`src/rtl/alarm_pkg.sv`:
```
// alarm_pkg: shared mode/channel encodings and width helper for the alarm manager.
package alarm_pkg;

  typedef enum logic [1:0] {
    MODE_RUN       = 2'd0,
    MODE_SET_TIME  = 2'd1,
    MODE_SET_ALARM = 2'd2
  } mode_e;

  typedef enum logic [1:0] {
    CH_IDLE   = 2'd0,
    CH_RING   = 2'd1,
    CH_SNOOZE = 2'd2
  } ch_state_e;

  localparam int DISP_TIME = 0;

  // Bits needed to hold values 0..max_val, never less than one.
  function automatic int cnt_w(input int max_val);
    return (max_val < 1) ? 1 : $clog2(max_val + 1);
  endfunction

endpackage

```
`src/rtl/alarm_channel.sv`:
```
// alarm_channel: one alarm's IDLE/RING/SNOOZE machine with ring timeout and snooze countdown.
// Snooze state and counter exist only when ALARM_SNOOZE_EN is defined.
module alarm_channel
  import alarm_pkg::*;
#(
  parameter int TIME_W       = 32,
  parameter int SNOOZE_TICKS = 300,
  parameter int RING_TICKS   = 600
) (
  input  logic              i_Clk,
  input  logic              i_Reset,
  input  logic              i_Sec_Tick,
  input  logic              i_Enable,
  input  logic              i_Time_Set_Mode,
  input  logic              i_Dismiss_Edge,
  input  logic              i_Snooze_Edge,
  input  logic [TIME_W-1:0] i_Time,
  input  logic [TIME_W-1:0] i_Alarm_Time,
  output logic              o_Active,
  output logic              o_Snoozing
);

  localparam int RW = cnt_w(RING_TICKS - 1);
  localparam logic [RW-1:0] RING_LAST = RW'(RING_TICKS - 1);

  ch_state_e       state_q, state_d;
  logic [RW-1:0]   ring_cnt_q, ring_cnt_d;
  logic            match_prev_q, match_prev_d;
  logic            active_q, active_d;
  logic            match, trig;

`ifdef ALARM_SNOOZE_EN
  localparam int SW = cnt_w(SNOOZE_TICKS - 1);
  localparam logic [SW-1:0] SNZ_LAST = SW'(SNOOZE_TICKS - 1);
  logic [SW-1:0] snz_cnt_q, snz_cnt_d;
  logic          snoozing_q, snoozing_d;
`else
  logic unused_snz;
  assign unused_snz = i_Snooze_Edge ^ (SNOOZE_TICKS > 0);
`endif

  // A match only triggers on its first cycle, so a dismissed alarm stays quiet for the rest of the minute.
  assign match = (i_Time == i_Alarm_Time);
  assign trig  = i_Enable & match & ~match_prev_q & ~i_Time_Set_Mode;

  always_comb begin
    state_d      = state_q;
    ring_cnt_d   = ring_cnt_q;
    match_prev_d = match;
`ifdef ALARM_SNOOZE_EN
    snz_cnt_d    = snz_cnt_q;
`endif
    case (state_q)
      CH_IDLE: begin
        if (trig) begin
          state_d    = CH_RING;
          ring_cnt_d = '0;
        end
      end
      CH_RING: begin
        if (!i_Enable || i_Dismiss_Edge || (i_Sec_Tick && ring_cnt_q == RING_LAST)) begin
          state_d = CH_IDLE;
`ifdef ALARM_SNOOZE_EN
        end else if (i_Snooze_Edge) begin
          state_d   = CH_SNOOZE;
          snz_cnt_d = SNZ_LAST;
`endif
        end else if (i_Sec_Tick) begin
          ring_cnt_d = ring_cnt_q + RW'(1);
        end
      end
`ifdef ALARM_SNOOZE_EN
      CH_SNOOZE: begin
        if (!i_Enable || i_Dismiss_Edge) begin
          state_d = CH_IDLE;
        end else if (i_Sec_Tick) begin
          if (snz_cnt_q == '0) begin
            state_d    = CH_RING;
            ring_cnt_d = '0;
          end else begin
            snz_cnt_d = snz_cnt_q - SW'(1);
          end
        end
      end
`endif
      default: state_d = CH_IDLE;
    endcase
    active_d = (state_d == CH_RING);
`ifdef ALARM_SNOOZE_EN
    snoozing_d = (state_d == CH_SNOOZE);
`endif
  end

  always_ff @(posedge i_Clk or posedge i_Reset) begin
    if (i_Reset) begin
      state_q      <= CH_IDLE;
      ring_cnt_q   <= '0;
      match_prev_q <= 1'b1;
      active_q     <= 1'b0;
    end else begin
      state_q      <= state_d;
      ring_cnt_q   <= ring_cnt_d;
      match_prev_q <= match_prev_d;
      active_q     <= active_d;
    end
  end

`ifdef ALARM_SNOOZE_EN
  always_ff @(posedge i_Clk or posedge i_Reset) begin
    if (i_Reset) begin
      snz_cnt_q  <= '0;
      snoozing_q <= 1'b0;
    end else begin
      snz_cnt_q  <= snz_cnt_d;
      snoozing_q <= snoozing_d;
    end
  end
  assign o_Snoozing = snoozing_q;
`else
  assign o_Snoozing = 1'b0;
`endif

  assign o_Active = active_q;

endmodule

```
`src/rtl/alarm_manager.sv`:
```
// alarm_manager: set-mode FSM, button edge pulses and N alarm channels for the alarm clock.
// Snooze button is honoured only when ALARM_SNOOZE_EN is defined.
module alarm_manager
  import alarm_pkg::*;
#(
  parameter int N_ALARMS     = 2,
  parameter int TIME_W       = 32,
  parameter int SNOOZE_TICKS = 300,
  parameter int RING_TICKS   = 600,
  localparam int SEL_W = cnt_w(N_ALARMS - 1),
  localparam int DSP_W = cnt_w(N_ALARMS)
) (
  input  logic                       i_Clk,
  input  logic                       i_Reset,
  input  logic                       i_Sec_Tick,
  input  logic                       i_Change_Time,
  input  logic                       i_Change_Alarm,
  input  logic [SEL_W-1:0]           i_Alarm_Sel,
  input  logic                       i_Hours_Inc,
  input  logic                       i_Minutes_Inc,
  input  logic                       i_Snooze,
  input  logic                       i_Dismiss,
  input  logic [N_ALARMS-1:0]        i_Alarm_Enable,
  input  logic [TIME_W-1:0]          i_Time,
  input  logic [N_ALARMS*TIME_W-1:0] i_Alarm_Times,
  output logic                       o_Time_Minutes_Inc,
  output logic                       o_Time_Hours_Inc,
  output logic [N_ALARMS-1:0]        o_Alarm_Minutes_Inc,
  output logic [N_ALARMS-1:0]        o_Alarm_Hours_Inc,
  output logic [DSP_W-1:0]           o_Display_Sel,
  output logic [N_ALARMS-1:0]        o_Alarm_Active,
  output logic [N_ALARMS-1:0]        o_Alarm_Snoozing,
  output logic                       o_Alarm_On,
  output logic [N_ALARMS-1:0]        o_Alarm_Enabled
);

  mode_e               mode_q, mode_d;
  logic                min_prev_q, min_prev_d, hrs_prev_q, hrs_prev_d, dis_prev_q, dis_prev_d;
  logic                min_edge, hrs_edge, dis_edge, snz_edge;
  logic [SEL_W-1:0]    sel_c;
  logic                t_min_inc_q, t_min_inc_d, t_hrs_inc_q, t_hrs_inc_d;
  logic [N_ALARMS-1:0] a_min_inc_q, a_min_inc_d, a_hrs_inc_q, a_hrs_inc_d;
  logic [DSP_W-1:0]    disp_q, disp_d;
  logic [N_ALARMS-1:0] active, snoozing;

  always_comb begin
    sel_c = i_Alarm_Sel;
    if ({1'b0, i_Alarm_Sel} >= (SEL_W + 1)'(N_ALARMS)) sel_c = SEL_W'(N_ALARMS - 1);

    if (i_Change_Time)       mode_d = MODE_SET_TIME;
    else if (i_Change_Alarm) mode_d = MODE_SET_ALARM;
    else                     mode_d = MODE_RUN;

    min_prev_d = i_Minutes_Inc;
    hrs_prev_d = i_Hours_Inc;
    dis_prev_d = i_Dismiss;
    min_edge   = i_Minutes_Inc & ~min_prev_q;
    hrs_edge   = i_Hours_Inc & ~hrs_prev_q;
    dis_edge   = i_Dismiss & ~dis_prev_q;

    t_min_inc_d = (mode_q == MODE_SET_TIME) & min_edge;
    t_hrs_inc_d = (mode_q == MODE_SET_TIME) & hrs_edge;
    a_min_inc_d = '0;
    a_hrs_inc_d = '0;
    if (mode_q == MODE_SET_ALARM) begin
      if (min_edge) a_min_inc_d = N_ALARMS'(1) << sel_c;
      if (hrs_edge) a_hrs_inc_d = N_ALARMS'(1) << sel_c;
    end

    // Display follows the mode being entered so it lines up with mode_q.
    disp_d = DSP_W'(DISP_TIME);
    if (mode_d == MODE_SET_ALARM) disp_d = DSP_W'(sel_c) + DSP_W'(1);
  end

  always_ff @(posedge i_Clk or posedge i_Reset) begin
    if (i_Reset) begin
      mode_q      <= MODE_RUN;
      min_prev_q  <= 1'b1;
      hrs_prev_q  <= 1'b1;
      dis_prev_q  <= 1'b1;
      t_min_inc_q <= 1'b0;
      t_hrs_inc_q <= 1'b0;
      a_min_inc_q <= '0;
      a_hrs_inc_q <= '0;
      disp_q      <= '0;
    end else begin
      mode_q      <= mode_d;
      min_prev_q  <= min_prev_d;
      hrs_prev_q  <= hrs_prev_d;
      dis_prev_q  <= dis_prev_d;
      t_min_inc_q <= t_min_inc_d;
      t_hrs_inc_q <= t_hrs_inc_d;
      a_min_inc_q <= a_min_inc_d;
      a_hrs_inc_q <= a_hrs_inc_d;
      disp_q      <= disp_d;
    end
  end

`ifdef ALARM_SNOOZE_EN
  logic snz_prev_q, snz_prev_d;
  always_comb snz_prev_d = i_Snooze;
  always_ff @(posedge i_Clk or posedge i_Reset) begin
    if (i_Reset) snz_prev_q <= 1'b1;
    else         snz_prev_q <= snz_prev_d;
  end
  assign snz_edge = i_Snooze & ~snz_prev_q;
`else
  logic unused_snooze;
  assign unused_snooze = i_Snooze;
  assign snz_edge      = 1'b0;
`endif

  for (genvar k = 0; k < N_ALARMS; k++) begin : g_ch
    alarm_channel #(
      .TIME_W       (TIME_W),
      .SNOOZE_TICKS (SNOOZE_TICKS),
      .RING_TICKS   (RING_TICKS)
    ) u_ch (
      .i_Clk           (i_Clk),
      .i_Reset         (i_Reset),
      .i_Sec_Tick      (i_Sec_Tick),
      .i_Enable        (i_Alarm_Enable[k]),
      .i_Time_Set_Mode (mode_q == MODE_SET_TIME),
      .i_Dismiss_Edge  (dis_edge),
      .i_Snooze_Edge   (snz_edge),
      .i_Time          (i_Time),
      .i_Alarm_Time    (i_Alarm_Times[k*TIME_W +: TIME_W]),
      .o_Active        (active[k]),
      .o_Snoozing      (snoozing[k])
    );
  end

  assign o_Time_Minutes_Inc  = t_min_inc_q;
  assign o_Time_Hours_Inc    = t_hrs_inc_q;
  assign o_Alarm_Minutes_Inc = a_min_inc_q;
  assign o_Alarm_Hours_Inc   = a_hrs_inc_q;
  assign o_Display_Sel       = disp_q;
  assign o_Alarm_Active      = active;
  assign o_Alarm_Snoozing    = snoozing;
  assign o_Alarm_On          = |active;
  assign o_Alarm_Enabled     = i_Alarm_Enable;

endmodule

```
`config.mk`:
```
export PLATFORM = sky130hd
export DESIGN_NAME = alarm_manager
export DESIGN_NICKNAME = d
export VERILOG_FILES = /design/src/rtl/alarm_pkg.sv /design/src/rtl/alarm_channel.sv /design/src/rtl/alarm_manager.sv
export SDC_FILE = /design/constraint.sdc
export NUM_CORES = 1
export LEC_CHECK = 0
export CAP_MARGIN = 10
export CELL_PAD_IN_SITES_DETAIL_PLACEMENT = 0
export CELL_PAD_IN_SITES_GLOBAL_PLACEMENT = 1
export CORE_AREA = 4 4 101 103
export DETAILED_ROUTE_END_ITERATION = 16
export DIE_AREA = 0 0 105 107
export PLACE_DENSITY_LB_ADDON = 0.05
export SYNTH_ARGS = -nofsm -noshare
export SYNTH_HDL_FRONTEND = slang
export SYNTH_SLANG_ARGS = --single-unit
```
`constraint.sdc`:
```
create_clock -name i_Clk -period 3.8 [get_ports i_Clk]
set_input_delay 0.38 -clock i_Clk [delete_from_list [all_inputs] [get_ports i_Clk]]
set_output_delay 0.38 -clock i_Clk [all_outputs]
set_load 0.02 [all_outputs]
```
== After elaboration in Yosys (flattened, before gate mapping) ==
Index checks and enable logic that the tools add are counted.

* Input port bits: 108
* Bits in registers: 41
* Output and inout bits: 15
* Logic and storage cells: 91

* Add/sub/neg operators: 3
* Reduce and logical (&&, ||, !) cells: 15
* Shift-type cells: 1
* Bitwise gates (word level): 17
* Equal/unequal tests: 17
* Muxes and demuxes: 21

{| class="wikitable"
|+ Operators by type and width
! kind !! count
|-
| 32-bit == test || 2
|-
| 10-bit 2-to-1 mux || 6
|-
| 10-bit one-hot mux with 2 select lines || 2
|-
| 2-bit 2-to-1 mux || 11
|-
| 10-bit by 1-bit adder with 10-bit output (second input constant) || 2
|-
| 10-bit == test (second input constant) || 2
|-
| 1-bit bitwise AND || 11
|-
| 2-bit by 1-bit == test with 1-bit output (second input constant) || 5
|-
| 2-bit inequality test (second input constant) || 4
|-
| 2-bit one-hot mux with 2 select lines || 2
|-
| 4-bit AND reduction || 2
|-
| 1-bit NOT || 6
|-
| 2-bit == test (second input constant) || 2
|-
| 2-bit zero test || 2
|-
| 1-bit logical OR || 4
|-
| 2-bit by 1-bit inequality test with 1-bit output (second input constant) || 2
|-
| 2-bit nonzero test || 2
|-
| 1-bit by 1-bit adder with 2-bit output (second input constant) || 1
|-
| 1-bit logical AND || 2
|-
| 1-bit zero test || 2
|-
| 2-bit OR reduction || 1
|-
| 1-bit by 1-bit left shift with 2-bit output (first input constant) || 1
|}

== Longest topological paths before layout ==
Gate-level depths: netlist of run 1.

* Word-level depth: 7
* Mapped depth: 8
* Depth with buffers taken out: 6

== Modules after synthesis ==
From an unflattened synthesis of run 1, not the netlist that was laid out.

* Cells, all modules: 299
* Area, all modules: 2826.5 µm²

{| class="wikitable"
|+ By module, submodules not included
! module !! instances !! cells an instance !! area an instance (µm²) !! seq. area each (µm²)
|-
| alarm_channel || 2 || 133 || 1187.4 || 351.6
|-
| alarm_manager || 1 || 33 || 451.7 || 329.1
|}

== Worst setup path before layout of run 1 ==
Ideal clock, no wire load.

* Path type: register to register
* Start point: reg g_ch[0].u_ch.ring_cnt_q[0]
* End point: reg g_ch[0].u_ch.ring_cnt_q[5]
* Path buffers: 1
* Arrival: 1629 ps
* Setup slack: 2047 ps
* Library setup time: 124 ps
* Stages on the path, launching flop included: 8
* Required time: 3676 ps
* Clock period less this slack: 1753 ps
* Path through: dfrtp_1 ha_1 nand4_2 o41ai_4 or2_4 buf_6 o31a_1 o21ai_1

* Cells in the longest elaborated chain, start to end: 5
* Elaborated cells on any way between the ends: 9
* Those cells by class: 1 x add/sub; 2 x eq/ne; 3 x mux; 3 x reduce/logical

{| class="wikitable"
|+ Ends and longest elaborated chain
! what !! line !! RTL
|-
| from (decl) || alarm_channel.sv:27 || <nowiki>logic [RW-1:0] ring_cnt_q, ring_cnt_d;</nowiki>
|-
| from (signal assigned) || alarm_channel.sv:102 || <nowiki>ring_cnt_q <= ring_cnt_d;</nowiki>
|-
| branches (longest 5 deep; another with 10-bit by 1-bit adder with 10-bit output) || -- ||
|}

Several ways; the timed one is not identified. The select of a mux whose other input is x is not followed.
A chain may end at the register's enable or synchronous reset.

== Worst setup path in the final report of run 1 ==
* Start point: in i_Sec_Tick
* End point: reg g_ch[0].u_ch.ring_cnt_q[4]

* Cells in the longest elaborated chain, start to end: 4
* Elaborated cells on any way between the ends: 5
* Those cells by class: 2 x eq/ne; 3 x reduce/logical

{| class="wikitable"
|+ Ends and longest elaborated chain
! what !! line !! RTL
|-
| from (decl) || alarm_manager.sv:15 || <nowiki>input logic i_Sec_Tick,</nowiki>
|-
| 1-bit logical AND || alarm_channel.sv:61 || <nowiki>if (!i_Enable || i_Dismiss_Edge || (i_Sec_Tick && ring_cnt_q == RING_LAST)) begin</nowiki>
|-
| 1-bit logical OR || alarm_channel.sv:61 ||
|-
| 2-bit inequality test (no source line) || -- ||
|-
| 4-bit AND reduction (no source line) (*) || -- ||
|}

Every way passes the cells marked *; elsewhere a longest branch is shown, timed or not.

==> run summary, run 1 <==
Transition time at the pin with the least slew margin -> 0.963 ns
Maximum vdd ir drop -> 210 uV
Setup Crit Path Kind -> primary input to flip-flop
Finish-stage setup viols -> 0
Clock tree from TritonCTS -> built
Slowest cell on the critical path -> sky130_fd_sc_hd__clkdlybuf4s50_1
Fin nets -> 519
Most used flip-flop cell after synthesis -> sky130_fd_sc_hd__dfrtp_1
Die area -> 11200 um^2
Worst path cell trace -> clkdlybuf4s50_1 -> nand4_2 -> o41ai_4 -> or2_4 -> o311a_1 -> nand2_1
Outcome -> finished clean
Sort of element at the start of the critical path -> primary input
First-pass GRT wire length -> 12800 um
EDFF count, synth -> 0
Cells on Worst Hold Path -> 1
Worst-Skew Late Latency -> 0.30 ns
Cell count after synthesis -> 291
Final min period -> 2.05 ns
DR vias -> 2499
Max-slew violations -> 0
DR DRC count -> 0
Highest-count cells in the layout ignoring fill and taps -> sky130_fd_sc_hd__clkdlybuf4s50_1, sky130_fd_sc_hd__xor2_1, sky130_fd_sc_hd__dfrtp_1
Total iterations of the first detailed-routing run -> 4
Die X -> 105 um
CTS HTree Levels -> 2
Maximum frequency from static timing analysis -> 488 MHz
Remaining global-route overflow -> 0
Core area -> 9200 um^2
Starting utilization of the core area -> 29.5%
Post-CTS Repair Setup Buffers -> 0
Detail-routed net length per standard cell -> 15.4 um
Antenna diode instance count -> 0
Final hold slack -> 0.522 ns
Stage delay of the slowest cell on the critical path -> 0.59 ns
Port Buffers -> 119
Share of layout cells above drive strength 1 -> 6.59%
Fraction of synthesis flops using an asynchronous set or reset pin -> 100%
Clock Tree Root -> sky130_fd_sc_hd__clkbuf_8
Worst Path Max Fanout -> 13
Class of the tightest hold or removal check -> primary input to flip-flop
Pin count of the biggest net entering global routing -> 25
Floorplan die height -> 107 um
Maximum root-to-sink buffer count -> 2
Static leakage -> 1.67 nW
DRC violation total after the first TritonRoute iteration -> 78
Post-synthesis to final-layout area growth -> 51.2%
Synthesized area -> 2710 um^2
Worst clock skew -> 0.00688 ns
Area of combinational cells with multiple inputs -> 1580 um^2
Tot Pwr -> 1.03 mW
Clock sink count -> 41
Seq cells post-synth -> 41
Mean area per synthesized cell -> 9.33 um^2
Worst endpoint required time -> 3.98 ns
Hold Buf Count CTS -> 0
Filler cell count -> 918
FF-to-FF path depth -> 6
Power per cell area -> 251 nW/um^2
Hold Violations, Final -> 0
Data arrival time of the critical path -> 2.23 ns
Post-route setup TNS -> 0 ns
Unrepaired setup endpoints after global routing -> no
Period Utilization, post-route -> 53.9%
Number of buffers added by the clock tree synthesis step -> 5
Number of instances resized during post-cts repair -> 0
Area taken by flip-flops and latches -> 1030 um^2
Sequential-to-total area share from yosys stat -> 38.0%
Number of ports placed on the die boundary -> 123
Slew margin rel. -> 35.8%
Wirelength, routed -> 8040 um
Antenna Violating Nets Remaining -> 0
Total number of placement rows -> 35
Gr usage total -> 14.4%
Synthesis Warnings -> 0
Share of the core filled with cells -> 44.6%
Post-DP HPWL -> 6770 um
Number of global-route vias before repair -> 2634
Reg clk slew, reported paths -> 0.09 ns
Category of the worst setup path capture point -> flip-flop
Number of distinct standard cells referenced by the synthesized netlist -> 49
Number of antenna violations at the first check in global routing -> 0
Via/cell ratio -> 4.80
Most common library cell in the layout ignoring fill and taps -> sky130_fd_sc_hd__clkdlybuf4s50_1
Maximum Capacitance Violations -> 0
Gp weighted congestion -> 0.802
-- flip-flops by register name, summed over array words and instances, names as in the netlist --
name / count
mode_q: 2
min_prev_q: 1
o_Alarm_Minutes_Inc: 2
o_Alarm_Hours_Inc: 2
g_ch.u_ch.ring_cnt_q: 20
hrs_prev_q: 1
o_Display_Sel: 2
dis_prev_q: 1
o_Time_Hours_Inc: 1
o_Time_Minutes_Inc: 1
g_ch.u_ch.state_q: 4
g_ch.u_ch.o_Active: 2
g_ch.u_ch.match_prev_q: 2
-- area by class of cell --
cell class | instances | share of cell area [%]
clock buffer | 5 | 1.68
clock inverter | 3 | 1.13
inverter | 4 | 0.366
multi-input combinational | 234 | 38.5
sequential | 41 | 25.2
tap | 111 | 3.39
timing repair buffer | 123 | 29.8
-- kinds of logic after synthesis --
group / after synthesis / synth area share, %
other: 1 / 0.138
flip-flops: 41 / 38.0
adder cells (fa/ha/maj): 2 / 0.922
AND/OR/NAND/NOR: 119 / 24.1
XOR/XNOR: 65 / 21.0
buffers and inverters: 19 / 4.15
AO/OA/AOI/OAI: 44 / 11.7
-- path summary, 6_finish.rpt --
path / slack (ns) / endpoint / startpoint
max: 1.75 / g_ch[0].u_ch.ring_cnt_q[4]$_DFFE_PP0P_ / i_Sec_Tick
min reg2reg: 0.55 / o_Alarm_Minutes_Inc[0]$_DFF_PP0_ / mode_q[0]$_DFF_PP0_
max in group asynchronous: 2.33 / min_prev_q$_DFF_PP1_ / i_Reset
max reg2reg: 1.78 / g_ch[1].u_ch.ring_cnt_q[7]$_DFFE_PP0P_ / g_ch[1].u_ch.ring_cnt_q[0]$_DFFE_PP0P_
min: 0.52 / hrs_prev_q$_DFF_PP1_ / i_Hours_Inc
min in group asynchronous: 0.60 / g_ch[1].u_ch.state_q[1]$_DFF_PP0_ / i_Reset
-- stage by stage --
stage                     instances  setup slack, ns  cell area (um^2)
after global routing            521             1.53              4100
after floorplan                 294             2.05              2730
final                           521             1.75              4100
after CTS                       521             1.72              4100
after global placement          513             1.41              3990
after detailed placement        513             1.40              3990
-- layer usage --
layer | part of all wire (%) | vias to the layer above | routed length, um | global-route usage [%]
met5 | 0 | - | 0 | 0
met4 | 0.90 | 0 | 72 | 3.66
met3 | 11 | 5 | 924 | 7.22
met2 | 49 | 91 | 3920 | 25.3
met1 | 39 | 1145 | 3130 | 15.5
li1 | - | 1258 | - | -
-- critical path, delay by kind of cell --
| family | cells | cell delay [ns] |
|---|---|---|
| simple gates | 3 | 0.52 |
| buf+inv | 1 | 0.59 |
| compound gates | 2 | 0.74 |
-- synthesized netlist by cell type, types with 2 or more instances --
master / number / area share, %
sky130_fd_sc_hd__a31oi_1: 4 / 0.92
sky130_fd_sc_hd__a41o_1: 2 / 0.74
sky130_fd_sc_hd__and2_1: 2 / 0.46
sky130_fd_sc_hd__buf_2: 4 / 0.74
sky130_fd_sc_hd__buf_4: 7 / 1.9
sky130_fd_sc_hd__clkbuf_2: 2 / 0.37
sky130_fd_sc_hd__dfrtp_1: 36 / 33
sky130_fd_sc_hd__dfstp_2: 5 / 4.8
sky130_fd_sc_hd__ha_1: 2 / 0.92
sky130_fd_sc_hd__inv_1: 4 / 0.55
sky130_fd_sc_hd__nand2_1: 32 / 4.4
sky130_fd_sc_hd__nand2b_1: 6 / 1.4
sky130_fd_sc_hd__nand3_1: 14 / 2.6
sky130_fd_sc_hd__nand4_1: 7 / 1.6
sky130_fd_sc_hd__nand4bb_1: 2 / 0.83
sky130_fd_sc_hd__nor2_1: 11 / 1.5
sky130_fd_sc_hd__nor2b_1: 5 / 1.2
sky130_fd_sc_hd__nor3_1: 3 / 0.55
sky130_fd_sc_hd__nor4_1: 19 / 4.4
sky130_fd_sc_hd__o211ai_1: 3 / 0.83
sky130_fd_sc_hd__o21ai_0: 9 / 1.7
sky130_fd_sc_hd__o21ai_1: 9 / 1.7
sky130_fd_sc_hd__o21bai_1: 2 / 0.55
sky130_fd_sc_hd__o22ai_1: 2 / 0.46
sky130_fd_sc_hd__o31a_1: 7 / 2.3
sky130_fd_sc_hd__or2_2: 4 / 0.92
sky130_fd_sc_hd__or3_1: 3 / 0.69
sky130_fd_sc_hd__xor2_1: 64 / 21
-- where the power goes --
part           total [mW]  leakage, nW  internal, mW  switching (mW)
combinational       0.219         1.12         0.137          0.0823
clock               0.367       0.0543         0.197           0.170
sequential          0.445        0.493         0.443         0.00207
total                1.03         1.67         0.777           0.254
Power figures use the tool's default switching activity.
==> inputs of run 2 (changes only) <==
Clock period 3.8 ns to 1.9 ns, I/O delays scaled along.
==> run 2 against run 1 <==
Effect of this change: critical path type unchanged; register-to-register slack got worse by 1.6 ns; sequential share of layout area down 1.0 points; flip-flop and latch count unchanged; global-route usage grew 0.13 points; critical endpoint is now g_ch[1].u_ch.ring_cnt_q[2]$_DFFE_PP0P_; critical path depth grew 2.
==> run summary, run 2 (synthesized netlist as in run 1, its figures left out) <==
Category of the worst setup path capture point -> flip-flop
Clock tree from TritonCTS -> built
Post-DP HPWL -> 6780 um (+0.16%)
Tot Pwr -> 2.21 mW (+110%)
Setup Crit Path Kind -> primary input to flip-flop
Slowest cell on the critical path -> sky130_fd_sc_hd__clkdlybuf4s50_1
Finish-stage setup viols -> 0 (unchanged)
Pin count of the biggest net entering global routing -> 42 (+68%)
Via/cell ratio -> 4.70 (-2.0%)
Starting utilization of the core area -> 29.5% (unchanged)
Die area -> 11200 um^2 (unchanged)
Final min period -> 1.74 ns
Class of the tightest hold or removal check -> primary input to asynchronous set/reset pin
Cells after DPL -> 531 (+3.5%)
Hold Violations, Final -> 0 (unchanged)
Detail-routed net length per standard cell -> 15.1 um (-2.1%)
Filler cell count -> 913 (-0.54%)
FF-to-FF path depth -> 5 (-1)
Clock sink count -> 41 (unchanged)
Worst Path Max Fanout -> 12 (-1)
Highest-count cells in the layout ignoring fill and taps -> sky130_fd_sc_hd__clkdlybuf4s50_1, sky130_fd_sc_hd__xor2_1, sky130_fd_sc_hd__dfrtp_1
Maximum Capacitance Violations -> 0 (unchanged)
Stage delay of the slowest cell on the critical path -> 0.44 ns (-0.15 ns)
Post-CTS Repair Setup Buffers -> 0 (unchanged)
Core area -> 9200 um^2 (unchanged)
Number of global-route vias before repair -> 2646 (+0.46%)
First-pass GRT wire length -> 13000 um (+1.3%)
Power per cell area -> 518 nW/um^2 (+110%)
DR DRC count -> 0 (unchanged)
Worst path cell trace -> clkdlybuf4s50_1 -> xor2_1 -> nor4_2 -> buf_4 -> nand4_1 -> nor3_1 -> buf_4 -> o21ai_0
Final hold slack -> 0.313 ns (-0.210 ns)
Outcome -> finished clean
Met2 track utilization from global routing -> 25.5% (+0.18 points)
Data arrival time of the critical path -> 1.93 ns (-0.30 ns)
Most repeated library cell on the critical path -> sky130_fd_sc_hd__buf_4
Post-route setup TNS -> 0 ns (unchanged)
Worst endpoint required time -> 2.08 ns (-1.90 ns)
Antenna diode instance count -> 0 (unchanged)
Worst-Skew Late Latency -> 0.30 ns (about the same)
Reg clk slew, reported paths -> 0.09 ns (about the same)
Unrepaired setup endpoints after global routing -> no
DR vias -> 2538 (+1.6%)
Antenna Violating Nets Remaining -> 0 (unchanged)
DRC violation total after the first TritonRoute iteration -> 71 (-9.0%)
Number of antenna violations at the first check in global routing -> 0 (unchanged)
Port Buffers -> 119 (unchanged)
GRT met1 Usage -> 15.7% (+0.20 points)
Transition time at the pin with the least slew margin -> 0.530 ns (-0.433 ns)
Gp weighted congestion -> 0.802 (about the same)
Number of instances resized during post-cts repair -> 0 (unchanged)
Post-synthesis to final-layout area growth -> 57.6%
Clock Tree Root -> sky130_fd_sc_hd__clkbuf_8
Worst clock skew -> 0.00844 ns (+0.00157 ns)
Number of buffers added by the clock tree synthesis step -> 5 (unchanged)
Hold Buf Count CTS -> 0 (unchanged)
Maximum root-to-sink buffer count -> 2 (unchanged)
Register with the most flip-flops -> g_ch.u_ch.ring_cnt_q
Max-slew violations -> 0 (unchanged)
Most common library cell in the layout ignoring fill and taps -> sky130_fd_sc_hd__clkdlybuf4s50_1
Number of ports placed on the die boundary -> 123 (unchanged)
Total iterations of the first detailed-routing run -> 4 (unchanged)
Largest registers ranked by flip-flop count -> g_ch.u_ch.ring_cnt_q x20, g_ch.u_ch.state_q x4
Static leakage -> 1.77 nW (+5.9%)
Floorplan die height -> 107 um (unchanged)
Sort of element at the start of the critical path -> primary input
Total number of placement rows -> 35 (unchanged)
Worst setup slack after layout -> 0.157 ns (-1.59 ns)
Maximum vdd ir drop -> 231 uV (+9.8%)
Fin nets -> 538 (+3.7%)
Place WS -> -0.246 ns (-1.65 ns)
Wirelength, routed -> 8160 um (+1.5%)
Gr usage total -> 14.6% (+0.13 points)
Die X -> 105 um (unchanged)
Maximum frequency from static timing analysis -> 574 MHz
Most heavily used metal layer in global routing -> met2
Number of flip-flops under the largest register name -> 20 (unchanged)
CTS HTree Levels -> 2 (unchanged)
Met3 global-route usage -> 7.10% (-0.12 points)
Final Non-Filler Cells -> 540 (+3.6%)
Share of layout cells above drive strength 1 -> 11.4% (+4.8 points)
Period Utilization, post-route -> 91.7%
Remaining global-route overflow -> 0 (unchanged)
Slew margin rel. -> 64.7% (+29 points)
run 2: changes by cell type in the layout (fill, tap and decap cells not counted), sizes merged:
cell,previous run,this run
clkinvlp,1,0
bufinv,1,2
clkinv,1,0
buf,4,22
inv,4,5
or2,6,7
run 2: layout make-up:
class	count	area (um^2)	share of cell area (%)
clock inverter	3	68.8	1.61
sequential	41	1030	24.1
clock buffer	5	68.8	1.61
multi-input combinational	235	1600	37.4
timing repair buffer	141	1360	31.7
inverter	4	15.0	0.351
tap	111	139	3.25
run 2: path summary, 6_finish.rpt:
check | start | to | slack [ns]
max | i_Time[27] | g_ch[1].u_ch.ring_cnt_q[2]$_DFFE_PP0P_ | 0.16
min | i_Reset | g_ch[1].u_ch.ring_cnt_q[3]$_DFFE_PP0P_ | 0.31
max reg2reg | dis_prev_q$_DFF_PP1_ | g_ch[0].u_ch.ring_cnt_q[8]$_DFFE_PP0P_ | 0.16
min reg2reg | g_ch[0].u_ch.ring_cnt_q[1]$_DFFE_PP0P_ | g_ch[0].u_ch.ring_cnt_q[1]$_DFFE_PP0P_ | 0.55
max in group asynchronous | i_Reset | g_ch[0].u_ch.match_prev_q$_DFF_PP1_ | 1.19
min in group i_Clk | i_Dismiss | dis_prev_q$_DFF_PP1_ | 0.33
run 2: through the flow:
stage / util [%] / cell area [um^2]
final: 46.5 / 4280
after global routing: 46.5 / 4280
after CTS: 46.3 / 4260
after detailed placement: 44.8 / 4120
after global placement: 44.8 / 4120
after floorplan: - / 2730
run 2: critical path, delay by kind of cell:
| family | cells | cell delay, ns |
|---|---|---|
| buf+inv | 3 | 0.79 |
| compound gates | 1 | 0.10 |
| simple gates | 3 | 0.65 |
| xor+xnor | 1 | 0.18 |
run 2: metal layers:
metal  wire length (um)  part of all wire (%)  up-vias
li1                   -                     -     1295
met1               3140                    38     1145
met2               4040                    49       92
met3                893                    11        6
met4                 90                   1.1        0
met5                  0                     0        -
run 2: report_power, final:
part           switching (mW)  internal [mW]  leakage [nW]
Clock                   0.342          0.529        0.0687
Combinational           0.169          0.285          1.21
Sequential            0.00397          0.886         0.493
